===== src/rtl/bist_seq_controller.sv =====
// rtl/bist_seq_controller.sv - multi-channel BIST session sequencer with abort and loop modes
module bist_seq_controller #(
  parameter int NUM_CH = 4,
  parameter int CNT_W  = 16,
  parameter int PASS_W = 8
) (
  input  logic              clk,
  input  logic              reset,
  input  logic              start,
  input  logic              abort,
  input  logic              loop,
  input  logic [CNT_W-1:0]  ncycles,
  input  logic [NUM_CH-1:0] ch_mask,
  output logic              busy,
  output logic              init,
  output logic              running,
  output logic              toggle,
  output logic              finish,
  output logic [NUM_CH-1:0] ch_sel,
  output logic [CNT_W-1:0]  cycle_cnt,
  output logic [PASS_W-1:0] pass_cnt,
  output logic              aborted,
  output logic              bist_end
);

  typedef enum logic [2:0] {
    ST_IDLE   = 3'd0,
    ST_SEL    = 3'd1,
    ST_INIT   = 3'd2,
    ST_RUN    = 3'd3,
    ST_FINISH = 3'd4
  } state_t;

  state_t            state, state_nx;
  logic              start_d;
  logic [CNT_W-1:0]  ncycles_q;
  logic [NUM_CH-1:0] mask_q;
  logic [NUM_CH-1:0] rem_mask;
  logic [NUM_CH-1:0] ch_sel_q;
  logic [NUM_CH-1:0] low_bit;
  logic              toggle_r;
  logic              accept;
  logic              abort_hit;
  logic              last_run;

  // Lowest pending channel: isolate the least significant set bit.
  assign low_bit  = rem_mask & (~rem_mask + NUM_CH'(1));
  assign last_run = (cycle_cnt == ncycles_q - CNT_W'(1));

  // State register; start_d comes up high so a start held through reset is not an edge.
  always_ff @(posedge clk or negedge reset) begin
    if (!reset) state <= ST_IDLE;
    else        state <= state_nx;
  end

  // Next-state decode; abort overrides every transition out of SEL/INIT/RUN.
  always_comb begin
    state_nx  = state;
    accept    = 1'b0;
    abort_hit = 1'b0;
    case (state)
      ST_IDLE: begin
        if (start && !start_d) begin
          accept   = 1'b1;
          state_nx = ST_SEL;
        end
      end
      ST_SEL:    state_nx = (rem_mask != '0) ? ST_INIT : ST_FINISH;
      ST_INIT:   state_nx = (ncycles_q == '0) ? ST_SEL : ST_RUN;
      ST_RUN:    if (last_run) state_nx = ST_SEL;
      ST_FINISH: state_nx = (loop && !aborted) ? ST_SEL : ST_IDLE;
      default:   state_nx = ST_IDLE;
    endcase
    if (abort && (state == ST_SEL || state == ST_INIT || state == ST_RUN)) begin
      abort_hit = 1'b1;
      state_nx  = ST_FINISH;
    end
  end

  // Session datapath: latched config, channel walk, run counter, pass count and sticky flags.
  always_ff @(posedge clk or negedge reset) begin
    if (!reset) begin
      start_d   <= 1'b1;
      ncycles_q <= '0;
      mask_q    <= '0;
      rem_mask  <= '0;
      ch_sel_q  <= '0;
      cycle_cnt <= '0;
      toggle_r  <= 1'b0;
      pass_cnt  <= '0;
      aborted   <= 1'b0;
      bist_end  <= 1'b0;
    end else begin
      start_d <= start;
      if (accept) begin
        ncycles_q <= ncycles;
        mask_q    <= ch_mask;
        rem_mask  <= ch_mask;
        pass_cnt  <= '0;
        aborted   <= 1'b0;
        bist_end  <= 1'b0;
      end
      if (abort_hit) aborted <= 1'b1;
      case (state)
        ST_SEL: begin
          ch_sel_q <= low_bit;
          rem_mask <= rem_mask & ~low_bit;
        end
        ST_INIT: begin
          cycle_cnt <= '0;
          toggle_r  <= 1'b0;
        end
        ST_RUN: begin
          cycle_cnt <= cycle_cnt + CNT_W'(1);
          toggle_r  <= ~toggle_r;
        end
        ST_FINISH: begin
          if (!aborted) pass_cnt <= pass_cnt + PASS_W'(1);
          if (loop && !aborted) rem_mask <= mask_q;
          else                  bist_end <= 1'b1;
        end
        default: ;
      endcase
    end
  end

  assign busy    = (state != ST_IDLE);
  assign init    = (state == ST_INIT);
  assign running = (state == ST_RUN);
  assign finish  = (state == ST_FINISH);
  assign toggle  = running & ~toggle_r;
  assign ch_sel  = (init || running) ? ch_sel_q : '0;

endmodule


===== config.mk =====
export PLATFORM = sky130hd
export DESIGN_NAME = bist_seq_controller
export DESIGN_NICKNAME = d
export VERILOG_FILES = /design/src/rtl/bist_seq_controller.sv
export SDC_FILE = /design/constraint.sdc
export NUM_CORES = 1
export LEC_CHECK = 0
export BUFFER_PORTS_ARGS = -buffer_cell sky130_fd_sc_hd__buf_2
export CORE_MARGIN = 2
export CORE_UTILIZATION = 60
export CTS_CLUSTER_DIAMETER = 200
export DETAILED_ROUTE_END_ITERATION = 12
export GPL_TIMING_DRIVEN = 0
export HOLD_SLACK_MARGIN = 0.12
export PLACE_DENSITY = 0.88
export SYNTH_ARGS = -nofsm -noshare
export SYNTH_HDL_FRONTEND = slang
export SYNTH_SLANG_ARGS = --single-unit

===== constraint.sdc =====
create_clock -name clk -period 6.5 [get_ports clk]
set_input_delay 0.65 -clock clk [delete_from_list [all_inputs] [get_ports clk]]
set_output_delay 0.65 -clock clk [all_outputs]
set_load 0.1 [all_outputs]

==> qor.txt, run 1 <==
Final Max Tran Viols - 0
reg2reg setup slack - 3.74 ns
Most common cell on crit path - inv_1
CTS Buffer Depth - 2
IO Count - 60
TritonCTS buffer count - 9
fin crit share - 47.1%
CP arrival - 2.41 ns
vias in the first global route - 2852
Final setup viols - 0
Worst Path Required - 5.85 ns
main area contributors after synthesis - dfrtp_1, nand2_1, o21ai_0
H-tree Lvls - 3
largest area contributor in the netlist - dfrtp_1
Final WS setup - 3.44 ns
status - finished, final reports clean
Worst-Margin Slew - 0.729 ns
RSZ-0062 raised after global routing - false
Vias/cell - 5.78
largest net degree at the start of global routing - 60
Final Hold Fails - 0
post_cts resized - 0
CP max-delay cell - buf_2
Placement Setup Slack - 3.76 ns
yosys warns - 0
Starting Density - 62.2%
n_diodes - 0
initial DRC count - 222
Unique masters post-synth - 51
Gate Count Post-Synth - 354
vias - 2882
min cycle time layout - 3.06 ns
mux contribution to synthesized area - 3.19%
clk sink count - 59
CTS clk-pin slew, worst paths - 0.07 ns
Power, Total - 1740 µW
Final Instance Area - 3790 µm²
Worst Reg-to-Reg Cells - 8
Synth Area per Inst - 8.97 µm²
Finished Layout Cells - 499
Cell Pwr Density - 459 nW/µm²
Synth Area in XOR/XNOR - 6.35%
CP cell instances - clkbuf_1, inv_1, nor2_1, nand2_1, inv_1, buf_2
layout cells sized above 1 - 20.5%
placed cell area - 3560 µm²
Setup TNS - 0 ns
gr ovfl total - 0
Startpoint Class - flip-flop
total track usage - 28.2%
DRT Pass-1 Iters - 5
CP Capture Type - primary output
CP Launch Point - state[1]$_DFFE_PN0P_
nets@finish - 453
Mapped Area - 3170 µm²
Residual DRC - 0
post-cts hold buffer count - 0
post-synthesis sequential area ratio - 46.6%
Max Clock Skew - 0.00471 ns
initial antenna violation count - 0
Area Growth Syn to Fin - 19.3%
Post-Synth Simple-Gate Area - 24.2%
compound-gate portion of the synthesized area - 14.2%
syn nets - 383
number of setup buffers added after CTS - 0
antenna viol nets, final - 0
Hold Path Class - in2async
clock root buffer - clkbuf_8
Post-synth EDFFs - 0
CTS tree - built
async set or reset register ratio after synthesis - 100%
CP Class - reg2out
peak fanout along the critical path - 10
Placement Rows - 26
flops & latches, synth - 59
slowest stage delay, CP - 0.45 ns
Placed Instances - 483
maximum clock frequency - 0.326 GHz
Final HPWL DP - 5280 µm
top_reg_cell synth - dfrtp_1
Critical path buffers and inverters - 4
final WL - 7470 µm
top cell type's share of synthesized area - 45.7%
Leak - 0.00194 µW
number of port buffers - 59
chip width - 76.7 µm
routed length per instance - 15.0 µm
core area - 5110 µm²
worst relative slew slack - 51.4%
GPL Wtd Cong - 0.891
FF-to-FF End - state[1]$_DFFE_PN0P_
max-cap violation count - 0
Adder-Cell Fraction of Synth Area - 1.58%
crit path to - running
reg2reg start - ncycles_q[0]$_DFFE_PN0P_
VDD IR max - 0.000428 V
Levels on crit path - 6
CP top delay family - buffers and inverters
Die Y - 76.7 µm
die area - 5890 µm²
first-pass GRT wire length - 13200 µm
largest family of logic cells by synthesized area - simple AND/OR/NAND/NOR gates
worst skew pair latency - 0.35 ns
## per-stage QoR
| stage | hold WS [ns] | utilization, % |
|---|---|---|
| 3_3_place_gp | 0.457 | 69.6 |
| 2_1_floorplan | 0.354 | - |
| 5_1_grt | 0.413 | 74.2 |
| 4_1_cts | 0.415 | 74.1 |
| 3_5_place_dp | 0.464 | 69.6 |
| 6_report | 0.343 | 74.2 |
## logic make-up (layout without fill, tap and decap cells)
logic type,count (synthesis),after routing
simple gates,162,162
compound gates,66,66
flops,59,59
buf+inv,30,105
xor+xnor,23,23
mux,10,10
fa+ha+maj,4,4
## cells in the final DEF, fill, tap and decap left out, types with 3 or more instances in the layout
cell type,netlist,final
a21o_1,5,5
a21oi_1,3,3
a221o_1,3,3
a22o_1,8,8
and3_1,10,10
buf_2,0,58
clkbuf_1,10,11
clkbuf_8,0,11
dfrtp_1,58,58
ha_1,4,4
inv_1,17,17
mux2i_1,9,9
nand2_1,84,84
nand3_1,17,17
nand4_1,7,7
nor2_1,14,14
nor3_1,12,12
o211ai_1,3,3
o21ai_0,29,29
xnor2_1,14,14
xor2_1,9,9
## per-layer routing
metal	wire (µm)	vias to the layer above	GRT usage [%]
li1	-	1372	-
met1	3160	1367	35.8
met2	3680	123	47.3
met3	469	20	4.35
met4	154	0	13.3
met5	0	-	0
## worst min path at each step
stage | startpoint | to | slack [ns] | cells past startpoint
after floorplan | reset | aborted$_DFFE_PN0P_ | 0.35 | 0
after global placement | ch_sel_q[1]$_DFFE_PN0P_ | ch_sel_q[1]$_DFFE_PN0P_ | 0.46 | 2
after detailed placement | mask_q[3]$_DFFE_PN0P_ | mask_q[3]$_DFFE_PN0P_ | 0.46 | 2
after CTS | start | start_d$_DFF_PN1_ | 0.42 | 1
after global routing | start | start_d$_DFF_PN1_ | 0.41 | 1
final | reset | toggle_r$_DFFE_PN0N_ | 0.34 | 1
## sequential cells by signal, indices dropped and copies added (netlist names)
signal,flops
cycle_cnt,16
ncycles_q,16
pass_cnt,8
ch_sel_q,4
mask_q,4
rem_mask,4
state,3
aborted,1
bist_end,1
start_d,1
toggle_r,1
## cell usage after synthesis, types with 2 or more instances
cell type and n:
nand4b_1 2, a22o_1 8, xnor2_1 14, o211ai_1 3, nand2_1 84, clkbuf_1 10
a21o_1 5, xor2_1 9, ha_1 4, or2_2 2, nor3_1 12, a21oi_1 3
a221o_1 3, mux2i_1 9, and2_1 2, nor2_1 14, nor3b_1 2, nand3_1 17
nor4_1 2, dfrtp_1 58, and3_1 10, a31oi_1 2, nand4_1 7, inv_1 17
o21ai_0 29
## report_power, final
| group | switching [µW] | internal, µW | leakage, µW |
|---|---|---|---|
| sequential | 102 | 471 | 0.000774 |
| clock | 146 | 236 | 0.000113 |
| combinational | 554 | 231 | 0.00105 |
| total | 802 | 938 | 0.00194 |
## worst register-to-register path: stages, from the launching register on
cell     delay [ns]
dfrtp_1        0.44
inv_1          0.12
ha_1           0.25
nor3b_1        0.47
nand2_1        0.22
xnor2_1        0.20
nor4_1         0.35
nand4_1        0.15
o41a_1         0.45
## cell type report
| class | count | area [µm²] |
|---|---|---|
| fill | 392 | 1320 |
| tap | 70 | 87.6 |
| clock inverter | 4 | 72.6 |
| clock buffer | 12 | 155 |
| timing repair buffer | 59 | 298 |
| sequential | 59 | 1480 |
| inverter | 17 | 63.8 |
| multi-input combinational | 265 | 1570 |
| buffer | 13 | 61.3 |
(Power assumes the default switching activity.)
==> inputs of run 2 (changes only) <==
--- a/config.mk
+++ b/config.mk
@@ -7,12 +7,12 @@
 export LEC_CHECK = 0
 export BUFFER_PORTS_ARGS = -buffer_cell sky130_fd_sc_hd__buf_2
 export CORE_MARGIN = 2
-export CORE_UTILIZATION = 60
+export CORE_UTILIZATION = 55
 export CTS_CLUSTER_DIAMETER = 200
 export DETAILED_ROUTE_END_ITERATION = 12
 export GPL_TIMING_DRIVEN = 0
 export HOLD_SLACK_MARGIN = 0.12
-export PLACE_DENSITY = 0.88
+export PLACE_DENSITY = 0.82
 export SYNTH_ARGS = -nofsm -noshare
 export SYNTH_HDL_FRONTEND = slang
 export SYNTH_SLANG_ARGS = --single-unit
==> constraint.sdc (replaced) <==
create_clock -name clk -period 3 [get_ports clk]
set_input_delay 0.3 -clock clk [delete_from_list [all_inputs] [get_ports clk]]
set_output_delay 0.3 -clock clk [all_outputs]
set_load 0.1 [all_outputs]
==> qor.txt, run 2 (synthesis gave the netlist of run 1 again) <==
status - finished, final reports clean (unchanged)
gr ovfl total - 0 (unchanged)
combinational share of power - 45.6% (was 45.1%)
Flop pwr share - 33.7% (was 32.9%)
n_diodes - 0 (unchanged)
Final HPWL DP - 5300 µm (was 5280 µm)
Worst Path Required - 3.22 ns (was 5.85 ns)
number of port buffers - 59 (unchanged)
Leak - 0.00194 µW (about the same)
CP Class - reg2reg (was reg2out)
post-cts hold buffer count - 1 (was 0)
post_cts resized - 0 (unchanged)
Startpoint Class - flip-flop (unchanged)
VDD IR max - 0.000821 V (was 0.000428 V)
Vias/cell - 5.57 (was 5.78)
IO Count - 60 (unchanged)
layout cells sized above 1 - 20.6% (was 20.5%)
Area Growth Syn to Fin - 19.6% (was 19.3%)
Placement Rows - 27 (was 26)
clock root buffer - clkbuf_8 (unchanged)
Setup TNS - 0 ns (unchanged)
maximum clock frequency - 0.355 GHz
Finished Layout Cells - 503 (was 499)
routed length per instance - 14.3 µm (was 15.0 µm)
initial DRC count - 155 (was 222)
TritonCTS buffer count - 9 (unchanged)
Clk pwr share - 20.7% (was 22.0%)
GPL Wtd Cong - 0.905 (was 0.891)
H-tree Lvls - 3 (unchanged)
Largest regs - cycle_cnt x16, ncycles_q x16, pass_cnt x8 (unchanged)
largest net degree at the start of global routing - 60 (unchanged)
DRT Pass-1 Iters - 4 (was 5)
nets@finish - 455 (was 453)
initial antenna violation count - 0 (unchanged)
Final setup viols - 0 (unchanged)
first-pass GRT wire length - 12300 µm (was 13200 µm)
commonest non-fill, non-tap cell in the layout - nand2_1 (unchanged)
vias in the first global route - 2709 (was 2852)
Hold Path Class - in2reg (was in2async)
Starting Density - 57.3% (was 62.2%)
Residual DRC - 0 (unchanged)
CTS clk-pin slew, worst paths - 0.06 ns (was 0.07 ns)
vias - 2800 (was 2882)
clk sink count - 59 (unchanged)
worst relative slew slack - 51.3% (was 51.4%)
Worst-Margin Slew - 0.731 ns (was 0.729 ns)
Die Y - 80.0 µm (was 76.7 µm)
Sw Share - 46.4% (was 46.1%)
min cycle time layout - 2.81 ns
CTS Buffer Depth - 2 (unchanged)
core area - 5540 µm² (was 5110 µm²)
CTS tree - built (unchanged)
most frequent cells in the layout - nand2_1, dfrtp_1, buf_2 (unchanged)
number of setup buffers added after CTS - 0 (unchanged)
CP Capture Type - flip-flop (was primary output)
CP arrival - 3.04 ns (was 2.41 ns)
die area - 6400 µm² (was 5890 µm²)
final WL - 7220 µm (was 7470 µm)
peak fanout along the critical path - 5 (was 10)
Final Hold Fails - 0 (unchanged)
chip width - 80.0 µm (was 76.7 µm)
worst skew pair latency - 0.35 ns (about the same)
Placed Instances - 485 (was 483)
total track usage - 25.2% (was 28.2%)
Cell Pwr Density - 968 nW/µm² (was 459 nW/µm²)
RSZ-0062 raised after global routing - false (unchanged)
antenna viol nets, final - 0 (unchanged)
NetSw - 1700 µW (was 802 µW)
Max Clock Skew - 0.00572 ns (was 0.00471 ns)
Power Internal - 1970 µW (was 938 µW)
max-cap violation count - 0 (unchanged)
Final Max Tran Viols - 0 (unchanged)
fin crit share - 93.8%
[run 2: worst paths after layout]
path,startpoint,to,slack [ns],cells after the start
hold reg to reg,mask_q[0]$_DFFE_PN0P_,mask_q[0]$_DFFE_PN0P_,0.48,2
hold / removal,ncycles[9],ncycles_q[9]$_DFFE_PN0P_,0.14,3
min in group asynchronous,reset,cycle_cnt[0]$_DFFE_PN0N_,0.55,2
setup / recovery,ncycles_q[0]$_DFFE_PN0P_,state[1]$_DFFE_PN0P_,0.19,8
max in group asynchronous,reset,cycle_cnt[7]$_DFFE_PN0N_,1.96,2
setup reg to reg,ncycles_q[0]$_DFFE_PN0P_,state[1]$_DFFE_PN0P_,0.19,8
[run 2: power by group through the flow]
stage	clock (µW)	combinational, µW	sequential (µW)
final	762	1680	1240
after global routing	815	1840	1280
after CTS	779	1680	1230
after detailed placement	0	1660	1250
after global placement	0	1640	1240
after floorplan	0	1090	1460
[run 2: layout make-up]
cell class,instances,area (µm²)
Timing Repair Buffer,61,318
Inverter,17,63.8
Fill cell,469,1750
Tap cell,72,90.1
Clock inverter,4,47.5
Clock buffer,12,165
Sequential cell,59,1480
Buffer,13,61.3
Multi-Input combinational cell,265,1570
[run 2: per-layer routing]
layer	up-vias	global-route usage (%)	wire length [µm]
met1	1333	32.1	3160
met5	-	0	0
met3	16	5.77	416
li1	1377	-	-
met2	74	40.8	3500
met4	0	11.5	141
[run 2: through the flow]
stage	total power [µW]	setup slack (ns)	utilization, %	hold WS, ns	instance area, µm²
finish	3680	0.186	68.5	0.142	3790
global route	3940	0.0388	68.5	0.138	3790
CTS	3690	0.220	68.3	0.127	3780
detailed placement	2910	0.234	64.3	0.419	3560
global placement	2870	0.194	64.3	0.418	3560
floorplan	2560	0.388	-	0.00441	3170
[run 2: worst max-delay path: stages (launching register included)]
cell and delay [ns]:
dfrtp_1 0.44, inv_1 0.14, ha_1 0.26, nor3b_1 0.45, nand2_1 0.24, xnor2_1 0.20, nor4_1 0.37, nand4_1 0.14
o41a_1 0.45
==> inputs of run 3 (changes only) <==
--- a/config.mk
+++ b/config.mk
@@ -10,7 +10,6 @@
 export CORE_UTILIZATION = 55
 export CTS_CLUSTER_DIAMETER = 200
 export DETAILED_ROUTE_END_ITERATION = 12
-export GPL_TIMING_DRIVEN = 0
 export HOLD_SLACK_MARGIN = 0.12
 export PLACE_DENSITY = 0.82
 export SYNTH_ARGS = -nofsm -noshare
==> qor.txt, run 3 (synthesis gave the netlist of run 1 again) <==
CP Capture Type - flip-flop (unchanged)
Cell Pwr Density - 985 nW/µm² (was 968 nW/µm²)
DRT Pass-1 Iters - 5 (was 4)
worst relative slew slack - 26.5% (was 51.3%)
vias - 2826 (was 2800)
IO Count - 60 (unchanged)
worst skew pair latency - 0.34 ns (was 0.35 ns)
met3 WL - 442 µm (was 416 µm)
commonest non-fill, non-tap cell in the layout - nand2_1 (unchanged)
routed length per instance - 15.3 µm (was 14.3 µm)
RSZ-0062 raised after global routing - false (unchanged)
die area - 6400 µm² (unchanged)
metal2 WL - 3690 µm (was 3500 µm)
GPL Wtd Cong - 0.924 (was 0.905)
Final setup viols - 0 (unchanged)
Setup TNS - 0 ns (unchanged)
Power, Total - 3690 µW (was 3680 µW)
most frequent cells in the layout - nand2_1, buf_2, dfrtp_1 (was nand2_1, dfrtp_1, buf_2)
CP arrival - 2.85 ns (was 3.04 ns)
Max Clock Skew - 0.00780 ns (was 0.00572 ns)
Final WS setup - 0.371 ns (was 0.186 ns)
fin crit share - 87.6% (was 93.8%)
Startpoint Class - flip-flop (unchanged)
first-pass GRT wire length - 12600 µm (was 12300 µm)
core area - 5540 µm² (unchanged)
max-cap violation count - 0 (unchanged)
min cycle time layout - 2.63 ns (was 2.81 ns)
Area Growth Syn to Fin - 18.2% (was 19.6%)
peak fanout along the critical path - 5 (unchanged)
H-tree Lvls - 3 (unchanged)
Final Max Tran Viols - 0 (unchanged)
nets@finish - 445 (was 455)
Final Hold Fails - 0 (unchanged)
gr ovfl total - 0 (unchanged)
CTS clk-pin slew, worst paths - 0.07 ns (was 0.06 ns)
Starting Density - 57.3% (unchanged)
Met1 Wirelength - 3270 µm (was 3160 µm)
Die Y - 80.0 µm (unchanged)
vias in the first global route - 2688 (was 2709)
CTS tree - built (unchanged)
Placement Rows - 27 (unchanged)
n_diodes - 0 (unchanged)
Leak - 0.00193 µW (was 0.00194 µW)
Hold Path Class - in2reg (unchanged)
maximum clock frequency - 0.380 GHz (was 0.355 GHz)
final WL - 7550 µm (was 7220 µm)
CP Class - reg2reg (unchanged)
Worst-Margin Slew - 1.10 ns (was 0.731 ns)
Highest Signal Layer - met4 (unchanged)
worst hold margin - 0.145 ns (was 0.142 ns)
chip width - 80.0 µm (unchanged)
Placed Instances - 476 (was 485)
VDD IR max - 0.000870 V (was 0.000821 V)
total track usage - 25.6% (was 25.2%)
reg2reg setup slack - 0.37 ns (was 0.19 ns)
initial antenna violation count - 0 (unchanged)
Worst Path Required - 3.22 ns (about the same)
largest net degree at the start of global routing - 50 (was 60)
CTS Buffer Depth - 2 (unchanged)
Placement Setup Slack - 0.412 ns (was 0.234 ns)
number of port buffers - 59 (unchanged)
TritonCTS buffer count - 9 (unchanged)
clock root buffer - clkbuf_8 (unchanged)
status - finished, final reports clean (unchanged)
Residual DRC - 0 (unchanged)
layout cells sized above 1 - 21.4% (was 20.6%)
Final HPWL DP - 5450 µm (was 5300 µm)
Finished Layout Cells - 493 (was 503)
Vias/cell - 5.73 (was 5.57)
antenna viol nets, final - 0 (unchanged)
initial DRC count - 275 (was 155)
clk sink count - 59 (unchanged)
Largest regs - cycle_cnt x16, ncycles_q x16, pass_cnt x8 (unchanged)
number of setup buffers added after CTS - 0 (unchanged)
fill count - 487 (was 469)
run 3: layer usage:
metal,vias up,track usage [%]
li1,1360,-
met2,110,42.1
met4,0,10.3
met3,17,4.52
met5,-,0
met1,1339,33.4
run 3: area by class of cell:
| class | count | area (µm²) | share of cell area, % |
|---|---|---|---|
| clock buffer | 12 | 165 | 4.40 |
| sequential | 59 | 1480 | 39.4 |
| clock inverter | 4 | 47.5 | 1.27 |
| tap | 72 | 90.1 | 2.40 |
| inverter | 17 | 63.8 | 1.70 |
| timing repair buffer | 64 | 335 | 8.94 |
| multi-input combinational | 265 | 1570 | 41.9 |
run 3: power breakdown:
group	leakage (µW)	internal, µW	switching (µW)
Sequential	0.000774	1020	296
Clock	0.000108	448	323
Combinational	0.00105	478	1130
run 3: timing repair:
item,CTS,global route
setup endpoints to repair,0,0
hold buffers,1,0
gates resized for setup,0,0
hold endpoints to repair,1,0
run 3: worst paths after layout:
kind                       cells after the start                     start                   endpoint
setup / recovery                               8  ncycles_q[0]$_DFFE_PN0P_       state[1]$_DFFE_PN0P_
hold / removal                                 3               ncycles[11]  ncycles_q[11]$_DFFE_PN0P_
setup reg to reg                               8  ncycles_q[0]$_DFFE_PN0P_       state[1]$_DFFE_PN0P_
hold reg to reg                                2   ch_sel_q[2]$_DFFE_PN0P_    ch_sel_q[2]$_DFFE_PN0P_
max in group asynchronous                      2                     reset        aborted$_DFFE_PN0P_
min in group asynchronous                      1                     reset   cycle_cnt[3]$_DFFE_PN0N_
run 3: per-stage QoR:
stage	instance area (µm²)	util, %
floorplan	3170	-
global placement	3530	63.7
detailed placement	3530	63.7
CTS	3750	67.7
global route	3750	67.7
finish	3750	67.7
run 3: critical path: stages, from the launching register on:
cell and delay (ns):
dfrtp_1 0.44, inv_1 0.13, ha_1 0.25, nor3b_1 0.42
nand2_1 0.24, xnor2_1 0.20, nor4_1 0.27, nand4_1 0.12
o41a_1 0.44
